File: src/rtl/reg_fifo_sc.sv
// Single-clock flip-flop FIFO with a registered read port and registered status flags.
// Flags and CNT are computed from the next count, so they change on the same edge as the data.
module reg_fifo_sc #(
  parameter int WIDTH    = 4,
  parameter int DEPTH    = 4,
  parameter int AF_LEVEL = 3,
  parameter int AE_LEVEL = 1
) (
  input  logic                           CK,
  input  logic                           CD,
  input  logic [WIDTH-1:0]               DI,
  input  logic                           WE,
  input  logic                           RE,
  output logic [WIDTH-1:0]               DO,
  output logic                           EF,
  output logic                           FF,
  output logic                           AE,
  output logic                           AF,
  output logic                           OVF,
  output logic                           UNF,
  output logic [$clog2(DEPTH+1)-1:0]     CNT
);

  localparam int CNTW = $clog2(DEPTH + 1);
  localparam int PTRW = (DEPTH > 1) ? $clog2(DEPTH) : 1;

  localparam logic [PTRW-1:0] PTR_MAX  = PTRW'(DEPTH - 1);
  localparam logic [CNTW-1:0] CNT_FULL = CNTW'(DEPTH);
  localparam logic [CNTW-1:0] AF_LVL   = CNTW'(AF_LEVEL);
  localparam logic [CNTW-1:0] AE_LVL   = CNTW'(AE_LEVEL);
  localparam logic            AF_RST   = (AF_LEVEL == 0);

  logic [PTRW-1:0]  wptr_q, wptr_d;
  logic [PTRW-1:0]  rptr_q, rptr_d;
  logic [CNTW-1:0]  cnt_q, cnt_d;
  logic [WIDTH-1:0] do_q, do_d;
  logic             ef_q, ef_d;
  logic             ff_q, ff_d;
  logic             ae_q, ae_d;
  logic             af_q, af_d;
  logic             ovf_q, ovf_d;
  logic             unf_q, unf_d;
  logic [WIDTH-1:0] mem_q [DEPTH];
  logic [WIDTH-1:0] mem_d [DEPTH];

  logic wr_en;
  logic rd_en;

  always_comb begin
    // A full FIFO still accepts a write when a read frees a slot on the same edge.
    rd_en  = RE && !ef_q;
    wr_en  = WE && (!ff_q || rd_en);

    mem_d  = mem_q;
    wptr_d = wptr_q;
    rptr_d = rptr_q;
    do_d   = do_q;

    if (wr_en) begin
      mem_d[wptr_q] = DI;
      wptr_d        = (wptr_q == PTR_MAX) ? '0 : wptr_q + PTRW'(1);
    end

    if (rd_en) begin
      do_d   = mem_q[rptr_q];
      rptr_d = (rptr_q == PTR_MAX) ? '0 : rptr_q + PTRW'(1);
    end

    unique case ({wr_en, rd_en})
      2'b10:   cnt_d = cnt_q + CNTW'(1);
      2'b01:   cnt_d = cnt_q - CNTW'(1);
      default: cnt_d = cnt_q;
    endcase

    ef_d  = (cnt_d == '0);
    ff_d  = (cnt_d == CNT_FULL);
    af_d  = (cnt_d >= AF_LVL);
    ae_d  = (cnt_d <= AE_LVL);
    ovf_d = ovf_q | (WE & ff_q & ~RE);
    unf_d = unf_q | (RE & ef_q);
  end

  always_ff @(posedge CK or posedge CD) begin
    if (CD) begin
      wptr_q <= '0;
      rptr_q <= '0;
      cnt_q  <= '0;
      do_q   <= '0;
      ef_q   <= 1'b1;
      ff_q   <= 1'b0;
      ae_q   <= 1'b1;
      af_q   <= AF_RST;
      ovf_q  <= 1'b0;
      unf_q  <= 1'b0;
    end else begin
      wptr_q <= wptr_d;
      rptr_q <= rptr_d;
      cnt_q  <= cnt_d;
      do_q   <= do_d;
      ef_q   <= ef_d;
      ff_q   <= ff_d;
      ae_q   <= ae_d;
      af_q   <= af_d;
      ovf_q  <= ovf_d;
      unf_q  <= unf_d;
    end
  end

  // Storage is deliberately left out of the clear.
  always_ff @(posedge CK) begin
    mem_q <= mem_d;
  end

  assign DO  = do_q;
  assign EF  = ef_q;
  assign FF  = ff_q;
  assign AE  = ae_q;
  assign AF  = af_q;
  assign OVF = ovf_q;
  assign UNF = unf_q;
  assign CNT = cnt_q;

endmodule

File: config.mk
export PLATFORM = sky130hd
export DESIGN_NAME = reg_fifo_sc
export DESIGN_NICKNAME = d
export VERILOG_FILES = /design/src/rtl/reg_fifo_sc.sv
export SDC_FILE = /design/constraint.sdc
export NUM_CORES = 1
export LEC_CHECK = 0
export CAP_MARGIN = 10
export CORE_MARGIN = 2
export CORE_UTILIZATION = 35
export CTS_CLUSTER_SIZE = 12
export DETAILED_ROUTE_END_ITERATION = 7
export PLACE_DENSITY = 0.67
export SYNTH_ARGS = -nofsm -noshare
export SYNTH_HDL_FRONTEND = slang
export SYNTH_SLANG_ARGS = --single-unit
File: constraint.sdc
create_clock -name CK -period 2.9 [get_ports CK]
set_clock_uncertainty 0.15 [all_clocks]
set_input_delay 0.29 -clock CK [delete_from_list [all_inputs] [get_ports CK]]
set_output_delay 0.29 -clock CK [all_outputs]
set_load 0.05 [all_outputs]
==> qor.yml <==
crit_path_top_delay_cell: "dfstp_2"
port-buffer-count: 20
crit_required_ns: 2.94
cts_resized: 0
routedWlPerCell_um: 12.3
clk_latency_ns: 0.28
ios: 21
syn-num-nets: 112
diodes: 0
hold_class: "in2async"
final_cell_count_no_fill: 174
maxCapViolCount: 0
outcome: "finished, final reports clean"
crit_chain: "nand2b_1, inv_1, ha_1, fa_1, xnor2_1, or3_4, a211oi_2"
max_freq_mhz: 401
leakagePower_nw: 0.723
rsz0062_at_grt: "false"
multi_input_comb_area_um2: 462
cts_tree: "built"
area_growth_pct: 23.0
fillers: 364
slew_headroom_pct: 56.7
coreArea_um2: 3970
finalSetupViolations: 0
path_class: "reg2reg"
dieHeight_um: 67.9
drive_gt1_share_pct: 17.7
period_share_pct: 86.0
worst_slack_ns: 0.405
syn_area_per_cell_um2: 14.7
setup_tns_ns: 0
yosysSeqAreaShare_pct: 63.6
start_util_pct: 35.9
numCtsBuffers: 5
hold_ws_ns: 0.253
crit_fanout: 6
worst_slew_pin_slew_ns: 0.649
cts_root_buffer: "clkbuf_8"
grt_pass1_vias: 772
finalInstanceArea_um2: 1760
post-place-ws_ns: 0.136
wl_um: 2140
slew_violations: 0
synth_seq_cells: 33
min_period_ns: 2.49
vias: 775
netlist_area_um2: 1430
ys_types: 26
drc: 0
peakVddDrop_mv: 0.242
gp_congestion: 0.783
ant_nets: 0
clk_path_buf_depth: 2
h-tree-depth: 2
regArea_um2: 908
drtIter0Drc: 17
die_w_um: 67.9
cts_hold_buf: 0
clk_pin_slew_ns: 0.07
track_usage_pct: 11.1
ys_warn_count: 0
cts.sink_count: 33
place_hpwl_um: 1580
drt_pass1_iterations: 4
cp-start-kind: "flip-flop"
hold_viol: 0
viasPerCell: 4.45
grt_max_degree: 18
dieArea_um2: 4610
synthCells: 97
p_per_area_nw_per_um2: 1120
grt_pass1_wl_um: 3570
worstPathArrival_ns: 2.54
postCtsSetupBuffers: 0
place_inst: 166
cp_slowest_stage_delay_ns: 0.53
overflow: 0
final_nets: 138
crit_path_end_kind: "flip-flop"
num_rows: 23
placedInstanceArea_um2: 1670
grt_antenna_before_repair: 0
## worst max-delay path, delay by kind of cell, from the launching register on
kind,cells,cell delay (ns)
buffers and inverters,1,0.15
adder cells (fa/ha/maj),2,0.63
flip-flops,1,0.53
XOR/XNOR,1,0.17
AO/OA/AOI/OAI,1,0.22
AND/OR/NAND/NOR,2,0.55
## routing by layer
layer  up-vias  GRT usage (%)  part of all wire [%]  wire, µm
met5         -              0                     0         0
met4         0           6.00                  0.89        19
met3         2           3.95                   3.8        81
met2        16           17.0                    49      1050
met1       368           13.7                    46       985
li1        389              -                     -         -
## cells in the mapped netlist
| cell type | count | area (µm²) |
|---|---|---|
| nand2b_1 | 1 | 6.26 |
| edfxtp_1 | 16 | 480 |
| nor2_1 | 2 | 7.51 |
| mux2_2 | 3 | 33.8 |
| o21ai_0 | 1 | 5.00 |
| a21o_1 | 2 | 15.0 |
| dfstp_2 | 2 | 52.6 |
| nor3_1 | 1 | 5.00 |
| xnor2_1 | 3 | 26.3 |
| buf_8 | 1 | 15.0 |
| fa_1 | 1 | 20.0 |
| dfrtp_1 | 15 | 375 |
| nand3_1 | 2 | 10.0 |
| o31ai_1 | 1 | 7.51 |
| ha_1 | 6 | 75.1 |
| buf_6 | 1 | 11.3 |
| inv_1 | 7 | 26.3 |
| and2_1 | 4 | 25.0 |
| buf_2 | 1 | 5.00 |
| a31o_2 | 1 | 8.76 |
| or3_4 | 1 | 11.3 |
| o41ai_2 | 1 | 16.3 |
| nand2_1 | 18 | 67.6 |
| a21boi_4 | 1 | 18.8 |
| a211oi_2 | 1 | 12.5 |
| mux4_2 | 4 | 90.1 |
## power by group
group / switching [W] / total (W) / internal, W
logic: 0.000528 / 0.000885 / 0.000357
clock network: 0.000155 / 0.000316 / 0.000161
registers: 0.000115 / 0.000769 / 0.000655
total: 0.000798 / 0.00197 / 0.00117
## stage by stage
step                total power [W]  utilization, %
finish                      0.00197            44.2
global route                0.00210            44.2
CTS                         0.00200            44.2
detailed placement          0.00167            42.2
global placement            0.00166            42.2
floorplan                   0.00143               -
## logic make-up after synthesis
kind of cell,synth area share [%]
flip-flops,63.6
AND/OR/NAND/NOR,9.29
buffers and inverters,4.03
AO/OA/AOI/OAI,5.87
multiplexers,8.68
adder cells (fa/ha/maj),6.66
XOR/XNOR,1.84
## registers in the layout, summed over array words and instances, names as in the netlist
| signal | count |
|---|---|
| FF | 1 |
| CNT | 3 |
| DO | 4 |
| EF | 1 |
| OVF | 1 |
| UNF | 1 |
| AF | 1 |
| rptr_q | 2 |
| mem_q | 16 |
| AE | 1 |
| wptr_q | 2 |
## cell type report
| cell class | instances | share of cell area, % |
|---|---|---|
| repair buffers | 22 | 12.3 |
| clock inverters | 3 | 0.713 |
| inverters | 7 | 1.50 |
| clock buffers | 5 | 3.92 |
| flip-flops and latches | 33 | 51.7 |
| multi-input cells | 54 | 26.3 |
| well taps | 50 | 3.56 |
## layout by cell type, fill, tap and decap left out, types with 3 or more instances in the layout
cell,Yosys,final
nand2_1,18,18
mux4_2,4,4
edfxtp_1,16,16
xnor2_1,3,3
dfrtp_1,15,15
mux2_2,3,3
ha_1,6,6
clkbuf_8,0,5
clkdlybuf4s50_1,0,20
inv_1,7,7
and2_1,4,4
## worst paths after layout
path                            from        end  slack (ns)  cells past startpoint
max in group asynchronous         CD     CNT[1]        1.93                      2
min in group CK                  UNF        UNF        0.31                      1
worst min-delay path              CD  rptr_q[0]        0.25                      2
worst max register to register    EF         FF        0.41                      7
worst min register to register   UNF        UNF        0.31                      1
worst max-delay path              EF         FF        0.41                      7
Note: power is estimated with default switching activity, not from simulation.
